[config.mk]
export PLATFORM = sky130hd
export DESIGN_NAME = fetch_decode_queue_flat
export DESIGN_NICKNAME = d
export VERILOG_FILES = /design/src/rtl/fetch_decode_queue_if.sv /design/src/rtl/fetch_decode_queue.sv /design/src/flat_wrapper.sv
export SDC_FILE = /design/constraint.sdc
export NUM_CORES = 1
export LEC_CHECK = 0
export ABC_AREA = 1
export BUFFER_PORTS_ARGS = -buffer_cell sky130_fd_sc_hd__buf_2
export CAP_MARGIN = 20
export CORE_AREA = 2 2 111 113
export DETAILED_ROUTE_END_ITERATION = 12
export DIE_AREA = 0 0 113 115
export PLACE_DENSITY_LB_ADDON = 0.2
export SLEW_MARGIN = 20
export SYNTH_ARGS = -nofsm -noshare
export SYNTH_HDL_FRONTEND = slang
export SYNTH_SLANG_ARGS = --single-unit
[constraint.sdc]
create_clock -name clk -period 3.32 [get_ports clk]
set_clock_uncertainty 0.05 [all_clocks]
set_input_delay 0.166 -clock clk [delete_from_list [all_inputs] [get_ports clk]]
set_output_delay 0.166 -clock clk [all_outputs]
set_load 0.1 [all_outputs]
[src/rtl/fetch_decode_queue_if.sv]
// ---------------------------------------------------------------------------
// fetch_decode_queue_if
//   Handshake bundle for the IF->ID instruction queue. The fetch-side and
//   decode-side valid/ready pairs, the payload, flush and the occupancy
//   count travel together. The two views are:
//     master : the surrounding pipeline or bench. It drives in_valid,
//              in_inst, in_pc_inc, out_ready and flush, and observes the rest.
//     slave  : the queue itself.
//   Signals:
//     in_valid / in_ready      fetch -> queue handshake
//     in_inst / in_pc_inc      fetched instruction and its PC+2
//     out_valid / out_ready    queue -> decode handshake
//     out_inst / out_pc_inc    head instruction and its PC+2
//     flush                    branch taken, discard everything queued
//     count                    occupied entries
// ---------------------------------------------------------------------------
interface fetch_decode_queue_if #(
    parameter int INST_W = 16,
    parameter int PC_W   = 16,
    parameter int DEPTH  = 4
);
    localparam int CNT_W = $clog2(DEPTH + 1);

    logic              in_valid;
    logic              in_ready;
    logic [INST_W-1:0] in_inst;
    logic [PC_W-1:0]   in_pc_inc;
    logic              out_valid;
    logic              out_ready;
    logic [INST_W-1:0] out_inst;
    logic [PC_W-1:0]   out_pc_inc;
    logic              flush;
    logic [CNT_W-1:0]  count;

    modport master (
        output in_valid, in_inst, in_pc_inc, out_ready, flush,
        input  in_ready, out_valid, out_inst, out_pc_inc, count
    );

    modport slave (
        input  in_valid, in_inst, in_pc_inc, out_ready, flush,
        output in_ready, out_valid, out_inst, out_pc_inc, count
    );
endinterface

[src/rtl/fetch_decode_queue.sv]
// ---------------------------------------------------------------------------
// fetch_decode_queue
//   This block sits at the IF->ID boundary. It is a DEPTH-entry instruction
//   queue with valid/ready handshakes on both sides, and it lets fetch run
//   ahead while decode stalls on a hazard. A branch flush squashes every
//   queued entry. When no valid instruction is available, decode sees
//   NOP_INST on out_inst, and out_pc_inc keeps the last value it presented.
//
//   Ports:
//     clk    rising-edge clock
//     rst_n  asynchronous, active-low reset
//     bus    fetch_decode_queue_if.slave. It carries the in/out handshakes,
//            the payload, flush and count.
//
//   Optional feature, selected with the macro FDQ_BYPASS_EN:
//     When the macro is defined and the queue is empty, an incoming
//     instruction is presented at the head in the same cycle. If decode
//     accepts it that cycle, it is never written into storage.
//     When the macro is not defined, every instruction passes through
//     storage and has one cycle of latency.
// ---------------------------------------------------------------------------
module fetch_decode_queue #(
    parameter int                INST_W   = 16,
    parameter int                PC_W     = 16,
    parameter int                DEPTH    = 4,
    parameter logic [INST_W-1:0] NOP_INST = 16'h0800
) (
    input  logic                 clk,
    input  logic                 rst_n,
    fetch_decode_queue_if.slave  bus
);
    localparam int PTR_W = $clog2(DEPTH);
    localparam int CNT_W = $clog2(DEPTH + 1);

    logic [INST_W-1:0] instMem_q [DEPTH];
    logic [PC_W-1:0]   pcMem_q   [DEPTH];

    logic [PTR_W-1:0]  wrPtr_q, wrPtr_d;
    logic [PTR_W-1:0]  rdPtr_q, rdPtr_d;
    logic [CNT_W-1:0]  count_q, count_d;
    logic [PC_W-1:0]   lastPc_q, lastPc_d;

    logic              isEmpty;
    logic              isFull;
    logic              bypassActive;
    logic              bypassTaken;
    logic              headValid;
    logic [INST_W-1:0] headInst;
    logic [PC_W-1:0]   headPc;
    logic              doPush;
    logic              doPop;

    assign isEmpty = (count_q == '0);
    assign isFull  = (count_q == CNT_W'(DEPTH));

`ifdef FDQ_BYPASS_EN
    // An empty queue forwards the fetch payload straight to decode.
    assign bypassActive = isEmpty & bus.in_valid & ~bus.flush;
`else
    assign bypassActive = 1'b0;
`endif
    assign bypassTaken = bypassActive & bus.out_ready;

    assign headValid = ~isEmpty | bypassActive;
    assign headInst  = bypassActive ? bus.in_inst   : instMem_q[rdPtr_q];
    assign headPc    = bypassActive ? bus.in_pc_inc : pcMem_q[rdPtr_q];

    // in_ready depends only on registered occupancy. A full queue refuses
    // input even while decode is popping, so there is no same-cycle
    // pass-through.
    assign bus.in_ready   = ~isFull;
    assign bus.out_valid  = headValid;
    assign bus.out_inst   = headValid ? headInst : NOP_INST;
    assign bus.out_pc_inc = headValid ? headPc : lastPc_q;
    assign bus.count      = count_q;

    // A bypassed instruction that decode consumes at once never touches
    // storage or the count. Flush blocks both push and pop.
    always_comb begin
        doPush = bus.in_valid & ~isFull & ~bus.flush & ~bypassTaken;
        doPop  = headValid & bus.out_ready & ~bus.flush & ~bypassTaken;
    end

    always_comb begin
        wrPtr_d  = wrPtr_q;
        rdPtr_d  = rdPtr_q;
        count_d  = count_q;
        lastPc_d = headValid ? headPc : lastPc_q;
        if (bus.flush) begin
            wrPtr_d = '0;
            rdPtr_d = '0;
            count_d = '0;
        end else begin
            // DEPTH is a power of two, so the pointers wrap for free.
            // The count tells a full queue apart from an empty one.
            if (doPush) wrPtr_d = wrPtr_q + PTR_W'(1);
            if (doPop)  rdPtr_d = rdPtr_q + PTR_W'(1);
            count_d = count_q + CNT_W'(doPush) - CNT_W'(doPop);
        end
    end

    always_ff @(posedge clk or negedge rst_n) begin
        if (!rst_n) begin
            wrPtr_q  <= '0;
            rdPtr_q  <= '0;
            count_q  <= '0;
            lastPc_q <= '0;
        end else begin
            wrPtr_q  <= wrPtr_d;
            rdPtr_q  <= rdPtr_d;
            count_q  <= count_d;
            lastPc_q <= lastPc_d;
        end
    end

    // Storage has no reset. Entries are only read after they are written.
    always_ff @(posedge clk) begin
        if (doPush) begin
            instMem_q[wrPtr_q] <= bus.in_inst;
            pcMem_q[wrPtr_q]   <= bus.in_pc_inc;
        end
    end
endmodule

[src/flat_wrapper.sv]
// flat-port wrapper written by rule: the top's interface ports become plain ports
module fetch_decode_queue_flat 
#(
    parameter int                INST_W   = 16,
    parameter int                PC_W     = 16,
    parameter int                DEPTH    = 4,
    parameter logic [INST_W-1:0] NOP_INST = 16'h0800
)
  (clk, rst_n, bus_in_valid, bus_in_inst, bus_in_pc_inc, bus_out_ready, bus_flush, bus_in_ready, bus_out_valid, bus_out_inst, bus_out_pc_inc, bus_count);
  fetch_decode_queue_if #(.INST_W(INST_W), .PC_W(PC_W), .DEPTH(DEPTH)) bus_i ();
  input  logic clk;
  input  logic rst_n;
  input wire logic [$bits(bus_i.in_valid)-1:0] bus_in_valid;
  input wire logic [$bits(bus_i.in_inst)-1:0] bus_in_inst;
  input wire logic [$bits(bus_i.in_pc_inc)-1:0] bus_in_pc_inc;
  input wire logic [$bits(bus_i.out_ready)-1:0] bus_out_ready;
  input wire logic [$bits(bus_i.flush)-1:0] bus_flush;
  output wire logic [$bits(bus_i.in_ready)-1:0] bus_in_ready;
  output wire logic [$bits(bus_i.out_valid)-1:0] bus_out_valid;
  output wire logic [$bits(bus_i.out_inst)-1:0] bus_out_inst;
  output wire logic [$bits(bus_i.out_pc_inc)-1:0] bus_out_pc_inc;
  output wire logic [$bits(bus_i.count)-1:0] bus_count;
  assign bus_i.in_valid = bus_in_valid;
  assign bus_i.in_inst = bus_in_inst;
  assign bus_i.in_pc_inc = bus_in_pc_inc;
  assign bus_i.out_ready = bus_out_ready;
  assign bus_i.flush = bus_flush;
  assign bus_in_ready = bus_i.in_ready;
  assign bus_out_valid = bus_i.out_valid;
  assign bus_out_inst = bus_i.out_inst;
  assign bus_out_pc_inc = bus_i.out_pc_inc;
  assign bus_count = bus_i.count;
  fetch_decode_queue #(.INST_W(INST_W), .PC_W(PC_W), .DEPTH(DEPTH), .NOP_INST(NOP_INST)) u_core (.clk(clk), .rst_n(rst_n), .bus(bus_i));
endmodule
==> results.json <==
{
  "status": "finished with violations",
  "violations": "DRC",
  "initial_core_util_pct": 54.1,
  "rows": 40,
  "layout.nets": 771,
  "timing.final.crit_period_ns": 2.68,
  "num_io_pins": 74,
  "cts_resized": 0,
  "ys_types": 19,
  "drt_iter0_markers": 256,
  "globalRouteOverflowTotal": 0,
  "die_area_um2": 13000,
  "cts_tree": "yes",
  "cts-buffers-inserted": 17,
  "synth_area_um2": 6390,
  "crit_path_end_kind": "output port",
  "crit_fanout": 24,
  "dr_total_vias": 4329,
  "clock_sinks": 151,
  "maxCapViolCount": 0,
  "layout-drive-gt1-share_pct": 15.9,
  "worstPathArrival_ns": 2.46,
  "insertion_delay_ns": 0.41,
  "worst_setup_path_start_kind": "flop",
  "grt_max_degree": 66,
  "gp_congestion": 0.761,
  "wl_um": 12600,
  "synth.net_count": 659,
  "wl_per_cell_um": 14.3,
  "setup_tns_ns": 0,
  "avgSynthCellArea_um2": 10.4,
  "cts_root_buf": "clkbuf_16",
  "grt_pass1_wl_um": 20400,
  "ys_ff_latch": 151,
  "cts_setup_buffers": 0,
  "die_h_um": 115,
  "crit_type": "reg -> out",
  "worstMarginPinSlew_ns": 0.784,
  "required_ns": 3.10,
  "clock_path_buffers": 2,
  "hold_viol": 0,
  "core_area_um2": 11800,
  "antenna_found_initial": 0,
  "cts_max_level": 4,
  "hold_path.class": "in -> async",
  "setup_viol": 0,
  "fill_cells": 867,
  "yosysWarnings": 0,
  "antenna_cells": 0,
  "synth_seq_area_share_pct": 69.1,
  "track_usage_pct": 21.0,
  "dpl.hpwl_um": 7400,
  "final_antenna_net_count": 0,
  "drt_pass1_iterations": 9,
  "cts_hold_buffers": 36,
  "syn-instance-count": 615,
  "drv_slew": 0,
  "die_x_um": 113,
  "grt_pass1_vias": 4280,
  "slew_headroom_pct": 47.7,
  "portBuffers": 73,
  "viasPerCell": 4.88,
  "fmaxAchievable_mhz": 373,
  "rsz0062_at_grt": "false",
  "period_share_pct": 80.7,
  "area_growth_pct": 23.5,
  "drcViolationCount": 4,
  "cts.clk_slew.worst_paths_ns": 0.06,
  "final_util_pct": 66.8
}
-- state kept, by name, indices dropped and copies added, names as in the netlist --
| register | cells |
|---|---|
| u_core.bus.count | 3 |
| u_core.rdPtr_q | 2 |
| u_core.instMem_q | 64 |
| u_core.pcMem_q | 64 |
| u_core.lastPc_q | 16 |
| u_core.wrPtr_q | 2 |
-- path summary, 6_finish.rpt --
path                                     start             endpoint  slack [ns]  cells after the start
setup reg to reg           u_core.bus.count[1]  u_core.bus.count[2]        1.08                     13
hold reg to reg            u_core.lastPc_q[11]  u_core.lastPc_q[11]        0.43                      2
hold / removal                           rst_n   u_core.lastPc_q[4]        0.23                      2
max in group asynchronous                rst_n    u_core.rdPtr_q[0]        2.56                      2
setup / recovery           u_core.bus.count[1]   bus_out_pc_inc[15]        0.64                      8
min in group clk           u_core.lastPc_q[11]  u_core.lastPc_q[11]        0.43                      2
-- cell usage in the layout (no fill, tap or decap), types with 2 or more instances in the layout --
cell type,synthesis,routed
buf_2,10,73
buf_12,0,4
inv_1,109,109
buf_4,10,6
nand3_1,53,53
dfrtp_1,23,22
nor2_4,0,4
ha_1,6,6
o211ai_1,2,2
nand4_1,4,4
a21oi_1,15,15
edfxtp_1,128,128
clkinv_4,0,2
dlygate4sd3_1,0,36
nor2_1,12,8
nand2_1,233,232
bufinv_16,0,3
clkinvlp_4,0,4
clkinv_1,1,6
clkbuf_16,0,17
-- routing by layer --
layer | routed length, µm | global-route usage (%) | vias to the layer above | share of wire (%)
met4 | 144 | 8.13 | 0 | 1.1
met2 | 6820 | 37.7 | 96 | 54
li1 | - | - | 2168 | -
met1 | 5130 | 24.0 | 2051 | 41
met5 | 0 | 0 | - | 0
met3 | 546 | 5.80 | 14 | 4.3
-- final cells by class --
type | count | area [µm²] | share of cell area, %
clock buffers | 17 | 425 | 5.39
clock inverters | 15 | 161 | 2.05
inverters | 111 | 417 | 5.28
multi-input cells | 327 | 1430 | 18.2
flip-flops and latches | 151 | 4420 | 56.0
well taps | 147 | 184 | 2.33
repair buffers | 119 | 851 | 10.8
-- cells by family (layout without fill, tap and decap cells) --
| kind of cell | Yosys count | count (layout) | synth area share [%] |
|---|---|---|---|
| AO/OA/AOI/OAI | 17 | 17 | 1.41 |
| AND/OR/NAND/NOR | 303 | 303 | 19.0 |
| adder cells (fa/ha/maj) | 7 | 7 | 1.49 |
| buffers and inverters | 137 | 262 | 8.94 |
| flip-flops | 151 | 151 | 69.1 |
-- synth_stat cells --
cell type,count,area [µm²]
a21oi_1,15,75.1
buf_1,1,3.75
buf_2,10,50.1
buf_4,10,75.1
buf_6,1,11.3
clkbuf_1,4,15.0
clkinv_1,1,3.75
dfrtp_1,23,576
edfxtp_1,128,3840
fa_1,1,20.0
ha_1,6,75.1
inv_1,109,409
inv_2,1,3.75
nand2_1,233,875
nand3_1,53,265
nand4_1,4,25.0
nor2_1,12,45.0
o211ai_1,2,15.0
or2_2,1,6.26
-- per-stage QoR --
stage / std cells / hold slack (ns) / setup slack, ns / cell area, µm²
floorplan: 615 / -0.180 / 0.147 / 6420
global placement: 819 / 0.125 / 1.13 / 6950
detailed placement: 819 / 0.138 / 1.05 / 6950
CTS: 887 / 0.228 / 0.611 / 7890
global route: 887 / 0.276 / 0.420 / 7890
finish: 887 / 0.234 / 0.640 / 7890
-- worst max-delay path, stage by stage, from the launching register on --
cell and delay (ns):
dfrtp_1 0.42, nor2_1 0.15, nand2_1 0.06, buf_4 0.22, inv_1 0.21, buf_4 0.36
nand2_1 0.09, nand2_1 0.10, buf_2 0.43
Power is left out: the tool's default activity adds up to more than one toggle a clock period on the data nets, which glitch-free logic cannot reach.
